<file path="src/rtl/wave_gen_pkg.sv">
// Shared types for the multi-mode waveform generator, plus the elaboration-time
// quarter-sine table entry generator.
package wave_gen_pkg;

    typedef enum logic [2:0] {
        IDLE = 3'd0,
        Q1   = 3'd1,
        Q2   = 3'd2,
        Q3   = 3'd3,
        Q4   = 3'd4
    } state_t;

    typedef enum logic [1:0] {
        MODE_TRI = 2'd0,
        MODE_SIN = 2'd1,
        MODE_SQR = 2'd2,
        MODE_SAW = 2'd3
    } mode_t;

    // Entry a of a quarter sine sampled at bin centres, so the table never
    // touches 0 and the mirrored quadrants join without a repeated sample.
    function automatic int sin_lut_entry(input int a, input int aw, input int mw);
        real full;
        real ang;
        full = (2.0 ** mw) - 1.0;
        ang  = 3.14159265358979 / 2.0 * (real'(a) + 0.5) / (2.0 ** aw);
        return $rtoi(full * $sin(ang) + 0.5);
    endfunction

endpackage

</file>
<file path="src/rtl/wave_gen_sin_lut.sv">
// Combinational quarter-wave sine ROM: 2^AW entries of MW-bit magnitude,
// filled at elaboration and monotonic non-decreasing in addr.
module sin_quarter_lut
    import wave_gen_pkg::*;
#(
    parameter int AW = 8,
    parameter int MW = 8
) (
    input  logic [AW-1:0] addr,
    output logic [MW-1:0] mag
);

    logic [MW-1:0] rom [2**AW];

    for (genvar i = 0; i < 2**AW; i++) begin : g_rom
        assign rom[i] = MW'(sin_lut_entry(i, AW, MW));
    end

    assign mag = rom[addr];

endmodule

</file>
<file path="src/rtl/wave_gen.sv">
// Multi-mode periodic waveform generator: prescaled tick, four-quadrant phase FSM,
// mirrored quarter-wave shaping; one registered sample per tick, offset binary.
module wave_gen
    import wave_gen_pkg::*;
#(
    parameter int DW = 9,
    parameter int AW = 8,
    parameter int PW = 8
) (
    input  logic          clk,
    input  logic          resetb,
    input  logic          en,
    input  logic [PW-1:0] period_sel,
    input  logic [1:0]    mode,
    output logic [DW-1:0] sample_out,
    output logic          sample_vld,
    output logic [1:0]    quad,
    output logic          cycle_done
);

    localparam int MW = DW - 1;
    localparam logic [DW-1:0] MIDSCALE = {1'b1, {(DW-1){1'b0}}};
    localparam logic [AW-1:0] PMAX = '1;

    state_t        state;
    state_t        state_nxt;
    logic [PW-1:0] cnt;
    logic [AW-1:0] p;
    mode_t         mode_l;
    logic          upd;
    logic          tick;
    logic [AW-1:0] addr;
    logic [MW-1:0] tri_mag;
    logic [MW-1:0] sin_mag;
    logic [MW-1:0] mag;
    logic [DW-1:0] sample_nxt;

    always_comb begin
        state_nxt = state;
        tick      = 1'b0;
        if (!en) begin
            state_nxt = IDLE;
        end else begin
            case (state)
                IDLE: state_nxt = Q1;
                Q1, Q2, Q3, Q4: begin
                    tick = (cnt >= period_sel);
                    if (tick && p == PMAX) begin
                        case (state)
                            Q1:      state_nxt = Q2;
                            Q2:      state_nxt = Q3;
                            Q3:      state_nxt = Q4;
                            default: state_nxt = Q1;
                        endcase
                    end
                end
                default: state_nxt = IDLE;
            endcase
        end
    end

    always_ff @(posedge clk or negedge resetb) begin
        if (!resetb) state <= IDLE;
        else         state <= state_nxt;
    end

    // upd marks that p/state now hold a sample not yet presented on the output.
    always_ff @(posedge clk or negedge resetb) begin
        if (!resetb) begin
            cnt    <= '0;
            p      <= '0;
            mode_l <= MODE_TRI;
            upd    <= 1'b0;
        end else if (state_nxt == IDLE) begin
            cnt <= '0;
            p   <= '0;
            upd <= 1'b0;
        end else if (state == IDLE) begin
            cnt    <= '0;
            p      <= '0;
            upd    <= 1'b1;
            mode_l <= mode_t'(mode);
        end else begin
            upd <= tick;
            if (tick) begin
                cnt <= '0;
                p   <= p + 1'b1;
                if (p == PMAX && state == Q4) mode_l <= mode_t'(mode);
            end else begin
                cnt <= cnt + 1'b1;
            end
        end
    end

    always_comb begin
        case (state)
            Q2:      quad = 2'd1;
            Q3:      quad = 2'd2;
            Q4:      quad = 2'd3;
            default: quad = 2'd0;
        endcase
    end

    assign addr = (state == Q2 || state == Q4) ? ~p : p;

    // Left-align by appending zeros then shifting, which also truncates when wider.
    assign tri_mag = MW'({addr, {MW{1'b0}}} >> AW);

    sin_quarter_lut #(
        .AW (AW),
        .MW (MW)
    ) u_lut (
        .addr (addr),
        .mag  (sin_mag)
    );

    always_comb begin
        mag = '1;
        case (mode_l)
            MODE_TRI: mag = tri_mag;
            MODE_SIN: mag = sin_mag;
            default:  mag = '1;
        endcase
    end

    always_comb begin
        sample_nxt = MIDSCALE;
        if (mode_l == MODE_SAW)
            sample_nxt = DW'({quad, p, {DW{1'b0}}} >> (AW + 2));
        else if (state == Q1 || state == Q2)
            sample_nxt = {1'b1, mag};
        else
            sample_nxt = {1'b0, ~mag};
    end

    always_ff @(posedge clk or negedge resetb) begin
        if (!resetb) begin
            sample_out <= MIDSCALE;
            sample_vld <= 1'b0;
            cycle_done <= 1'b0;
        end else if (state == IDLE) begin
            sample_out <= MIDSCALE;
            sample_vld <= 1'b0;
            cycle_done <= 1'b0;
        end else begin
            sample_out <= sample_nxt;
            sample_vld <= upd;
            cycle_done <= upd && state == Q4 && p == PMAX;
        end
    end

endmodule

</file>
<file path="config.mk">
export PLATFORM = sky130hd
export DESIGN_NAME = wave_gen
export DESIGN_NICKNAME = d
export VERILOG_FILES = /design/src/rtl/wave_gen_pkg.sv /design/src/rtl/wave_gen_sin_lut.sv /design/src/rtl/wave_gen.sv
export SDC_FILE = /design/constraint.sdc
export NUM_CORES = 1
export LEC_CHECK = 0
export ABC_AREA = 1
export CORE_MARGIN = 5
export CORE_UTILIZATION = 50
export DETAILED_ROUTE_END_ITERATION = 8
export GPL_TIMING_DRIVEN = 0
export PLACE_DENSITY_LB_ADDON = 0.12
export SYNTH_ARGS = -nofsm -noshare
export SYNTH_HDL_FRONTEND = slang
export SYNTH_HIERARCHICAL = 1
export SYNTH_SLANG_ARGS = --single-unit
</file>
<file path="constraint.sdc">
create_clock -name clk -period 2.88 [get_ports clk]
set_input_delay 0.72 -clock clk [delete_from_list [all_inputs] [get_ports clk]]
set_output_delay 0.72 -clock clk [all_outputs]
set_load 0.01 [all_outputs]
</file>
Word-level counts from Yosys, hierarchy flattened

Memory sizes are Yosys's and may differ from the RTL's.
Index checks and enable logic that the tools add are counted.
W data, S select, Z words.

$add $sub $neg: 2
Bitwise operators: 4
Equality and inequality tests: 7
Muxes and demuxes: 27
$lt $le $gt $ge: 2
Reduce and logical (&&, ||, !) cells: 14

Operator list:

| kind                  | number |
|---|---|
| $mux W8               | 9 |
| $mux W9               | 3 |
| $add A8 B1 Y8 const B | 2 |
| $not A8 Y8            | 2 |
| $pmux W8 S2           | 1 |
| $ge A9 B9 Y1 const B  | 1 |
| $not A8 Y9            | 1 |
| $pmux W3 S3           | 1 |
| $eq A8 B8 Y1 const B  | 1 |
| $ge A8 B8 Y1          | 1 |
| $eq A3 B2 Y1 const B  | 2 |
| $logic_not A3 Y1      | 2 |
| $mux W1               | 6 |
| $mux W2               | 3 |
| $mux W3               | 2 |
| $pmux W2 S3           | 1 |
| $pmux W3 S2           | 1 |
| $logic_and A1 B1 Y1   | 4 |
| $reduce_bool A2 Y1    | 2 |
| $reduce_or A4 Y1      | 1 |
| $eq A3 B1 Y1 const B  | 1 |
| $eq A3 B3 Y1 const B  | 1 |
| $reduce_and A3 Y1     | 1 |
| $reduce_bool A3 Y1    | 1 |
| other kinds (5)       | 6 |

Word-level logic and storage cells: 65
Memories kept: 1
Output and inout port bits: 13
Register bits after elaboration: 33
Memory bits (read-only): 2048
Input bits: 13

Memory list:

| memory          | words | width | read ports | clocked after Yosys merged registers in | wr ports | RTL line               | RTL |
|---|---|---|---|---|---|---|---|
| (no name shown) | 256   | 8     | 1          | 0                                       | 0        | wave_gen_sin_lut.sv:19 | `assign mag = rom[addr];` |

Longest topological paths before layout

Depth in word-level cells: 12
Mapped depth: 23
Mapped depth without buffers: 23

By module

The synthesis kept the hierarchy.

By module, submodules not included:

| module          | sequential area each (sq um) | cells each | times used | area each (sq um) |
|---|---|---|---|---|
| wave_gen        | 827.0                        | 257        | 1          | 2095.8 |
| sin_quarter_lut | 0.0                          | 355        | 1          | 1717.9 |

Least setup slack after synthesis

Ideal clock, no wire load.

Kind: register to register
Start point: reg state[0]
End point: reg sample_out[0]
Stages on the path, launching flop included: 22
Path slack: -0.317 ns
Buffers on the path: 0
Library setup time: 0.094 ns
Clock period less this slack: 3.197 ns
Data arrival time: 3.103 ns
Required time: 2.786 ns
Cell sequence: dfrtp_1 nor2_2 inv_4 nand2_2 nand2_8 xor2_1 inv_2 ha_1 inv_1 nand2_1 nand2_1 nand2_1 nand2_1 nand2_1 nand3_1 nor2_1 nand2_1 nand2_1 inv_1 o22ai_1 nor3_1 a211oi_1

Longest elaborated chain between the ends: 12
Elaborated cells between the ends (all ways): 16
Those cells by class: eq/ne (3); mux (7); bitwise (2); reduce/logical (3); memory (1)

Ends and longest elaborated chain:

| element                                       | RTL line               | RTL |
|---|---|---|
| start: declaration                            | wave_gen.sv:25         | `state_t state;` |
| start signal: assignment                      | wave_gen.sv:64         | `else state <= state_nxt;` |
| $eq A3 B2 Y1 or $eq A3 B3 Y1 (tied branches)  | wave_gen.sv:104        | `assign addr = (state == Q2 \|\| state == Q4) ? ~p : p;` |
| $logic_or A1 B1 Y1 *                          | wave_gen.sv:104        |  |
| $mux W8 *                                     | wave_gen.sv:104        |  |
| named net addr[1]                             | wave_gen.sv:32         | `logic [AW-1:0] addr;` |
| $not A8 Y9 (not written as such) *            | wave_gen_sin_lut.sv:19 |  |
| $mem_v2 Z256 W8 *                             | n/a                    |  |
| $mux W8 (not written as such) * (2 in series) | wave_gen_sin_lut.sv:19 |  |
| named net sin_mag[0]                          | wave_gen.sv:34         | `logic [MW-1:0] sin_mag;` |
| $pmux W8 S2 *                                 | wave_gen.sv:119        | `case (mode_l)` |
| $not A8 Y8                                    | wave_gen.sv:133        | `sample_nxt = {1'b0, ~mag};` |
| $mux W9 *                                     | wave_gen.sv:130        | `else if (state == Q1 \|\| state == Q2)` |
| $mux W9 *                                     | wave_gen.sv:128        | `if (mode_l == MODE_SAW)` |
| $mux W9 *                                     | wave_gen.sv:141        | `end else if (state == IDLE) begin` |
| end signal: assignment                        | wave_gen.sv:146        | `sample_out <= sample_nxt;` |
| end: declaration                              | wave_gen.sv:15         | `output logic [DW-1:0] sample_out,` |

Mark *: on every way through the listed nets, which the timed path passes. The rest lies on a longest branch. The select of a mux whose other input is x is not followed.
A chain may end at the register's enable or synchronous reset.

Worst setup path in the final report

Ends and elaborated chain as after synthesis.

==> impl_metrics.tcl <==
set metrics [dict create \
    grt_pass1_wl_um 21000 \
    fin_cells 771 \
    grt_max_degree 34 \
    nets 706 \
    async_flop_share_pct 100 \
    dp_hpwl_um 9250 \
    r2r-start "state[0]$_DFF_PN0_" \
    regArea_um2 830 \
    cap_viol_max_count 0 \
    hold_class "in -> async" \
    ant_nets 0 \
    multiInputGateArea_mm2 0.00286 \
    cts_tree "done" \
    rsz0062_at_grt "true" \
    yosysWarningCount 6 \
    synthCells 612 \
    synth_nets 647 \
    drt_pre_antenna_iters 6 \
    synthDistinctLibCells 41 \
    drive_gt1_share_pct 23.8 \
    status "complete, no violations" \
    crit_path_start_kind "register" \
    worstSetupPathType "reg -> reg" \
    antenna_found_initial 0 \
    avgRoutedWirePerCell_um 16.8 \
    synth-seq-area-share_pct 21.7 \
    cp.arrival_ps 3040 \
    diodes 0 \
    wl_met3_um 1310 \
    fmax_ghz 0.349 \
    worstReg2RegEnd "sample_out[0]$_DFF_PN0_" \
    grt_usage_pct 26.8 \
    clockRootBuffer "clkbuf_8" \
    placed_cells 736 \
    fp-row-count 31 \
    die_area_mm2 0.00947 \
    cp.required_ps 3050 \
    highest_layer "met4" \
    p_leak_nw 2.32 \
    period_share_pct 99.5 \
    clock_latency_ps 280 \
    r2r_slack_ps 10 \
    htree_levels 2 \
    path_max_fanout 5 \
    syn_area_per_cell_um2 6.23 \
    clk_pin_slew_worst_paths_ps 70 \
    grt.overflow.total 0 \
    setup_tns_ps 0 \
    reg2reg_depth 21 \
    cts_made_buffers 5 \
    crit_path_end_kind "register" \
    coreArea_mm2 0.00733 \
    utilization_pct 66.1 \
    ys_ff_latch 33 \
    met1Wirelength_um 5640 \
    setup_viol 0 \
    area_growth_pct 27.0 \
    ios 26 \
    n_fill_cell 667 \
    dieHeight_um 97.3 \
    syn_area_mm2 0.00381 \
    drt_wl_total_um 13000 \
    power.density_mw_per_mm2 302 \
    ys.flop_type "dfrtp_1" \
    die_x_um 97.3 \
    tightestPinTransition_ps 718 \
    drc 0 \
    fin_worst_skew_ps 10.1 \
    drv_slew 0 \
    maxSlewHeadroom_pct 52.1 \
    whs_ps 484 \
    hold_viol 0 \
    num_vias 4385 \
    via_per_inst 5.69 \
    place_congestion 0.972 \
    irDropWorstVdd_mv 0.287 \
    met2_length_um 5760 \
    cts.sinks 33 \
    clk_path_buf_depth 2 \
    numPortBuffers 25 \
    min_period_ps 2870 \
    first_global_vias 4236 \
    synth_edf_count 0 \
    start_util_pct 52.0 \
    first_iter_violations 463 \
]
## stage by stage
step	worst slack (ps)	total power, mW	cell area (um2)
after floorplan	7.12	0.857	3840
after global placement	-726	1.02	4210
after detailed placement	-715	1.03	4210
after CTS	2.06	1.41	4540
after global routing	-142	1.55	4840
final	13.5	1.46	4840
## critical path, stage by stage (launching register included)
cell and delay (ps):
dfrtp_2 460, nor2_4 150, inv_4 60, nand2_8 80, nand2_8 100, xor2_4 240
inv_4 80, buf_4 150, ha_1 200, nand2_2 120, nand2_1 60, nand2_1 50
nand2_1 50, nand2_1 70, nand3_1 70, nor2_1 120, nand2_1 60, nand2_1 60
inv_1 40, o22ai_2 180, nor3_2 60, a211oi_1 280
## routing by layer
layer  vias up  global-route usage, %
li1       2109                      -
met1      2043                   38.2
met2       209                   41.6
met3        24                   4.38
met4         0                   8.09
met5         -                      0
## cell usage in the layout, fill, tap and decap left out, types with 6 or more instances in the layout
cell,Yosys,routed
o21ai_0,26,23
nand2_1,174,162
dfrtp_1,32,30
buf_2,6,6
nand2_4,4,7
nor3_1,10,7
nor2_4,5,7
nor2_2,9,12
nand2_2,12,20
xor2_1,12,6
inv_2,8,8
nor2_1,50,45
inv_4,3,6
a21oi_1,22,18
o21ai_1,16,18
buf_4,4,28
nand3_2,4,9
inv_1,62,58
clkdlybuf4s50_1,0,24
nand3_1,80,75
nand4_1,6,6
ha_1,22,17
## worst max-delay path by stage
stage | startpoint | endpoint | slack (ps) | cells past startpoint
detailed placement | state[0]$_DFF_PN0_ | sample_out[0]$_DFF_PN0_ | -720 | 21
CTS | state[1]$_DFF_PN0_ | sample_out[1]$_DFF_PN0_ | 2 | 19
floorplan | state[0]$_DFF_PN0_ | sample_out[0]$_DFF_PN0_ | 7 | 20
global placement | state[0]$_DFF_PN0_ | sample_out[0]$_DFF_PN0_ | -730 | 21
finish | state[0]$_DFF_PN0_ | sample_out[0]$_DFF_PN0_ | 10 | 21
global route | state[0]$_DFF_PN0_ | sample_out[0]$_DFF_PN0_ | -140 | 20
## cell type report
| class | count | share of cell area (%) |
|---|---|---|
| plain buffers | 20 | 3.64 |
| clock inverters | 2 | 0.207 |
| repair buffers | 51 | 9.32 |
| multi-input cells | 483 | 59.1 |
| flip-flops and latches | 33 | 17.1 |
| inverters | 77 | 6.59 |
| well taps | 99 | 2.56 |
| clock buffers | 6 | 1.50 |
## synthesized netlist by cell type (5+ instances only)
library cell | n | area [um2]
nand2_1 | 174 | 653
nand3_1 | 80 | 400
inv_1 | 62 | 233
nor2_1 | 50 | 188
dfrtp_1 | 32 | 801
o21ai_0 | 26 | 130
a21oi_1 | 22 | 110
ha_1 | 22 | 275
o21ai_1 | 16 | 80.1
nand2_2 | 12 | 75.1
xor2_1 | 12 | 105
nor3_1 | 10 | 50.1
nor2_2 | 9 | 56.3
inv_2 | 8 | 30.0
o22ai_1 | 8 | 50.1
a211oi_1 | 7 | 52.6
buf_2 | 6 | 30.0
buf_6 | 6 | 67.6
nand4_1 | 6 | 37.5
nor2_4 | 5 | 56.3
## cells by family after synthesis
kind of cell    Yosys count  share of synthesized area (%)
simple gates            358                           43.0
compound gates           88                           12.9
xor+xnor                 14                           3.22
flops                    33                           21.7
buf+inv                  97                           12.0
fa+ha+maj                22                           7.22
## state kept, by name (all words and copies together), names as in the netlist
signal	flops
cycle_done	1
upd	1
mode_l	2
cnt	8
p	8
sample_out	9
state	3
sample_vld	1
## repair_timing
item / in CTS / in global routing
pin swaps: 7 / 20
gates resized for setup: 33 / 51
cloned: 1 / 0
hold buffers: 0 / 0
setup endpoints to repair: 8 / 9
setup buffers: 13 / 13
## where the power goes
group          internal (mW)  switching (mW)
Clock                  0.167           0.166
Combinational          0.241           0.345
Sequential             0.514          0.0283
No activity file was read; power rests on OpenSTA's default activity.
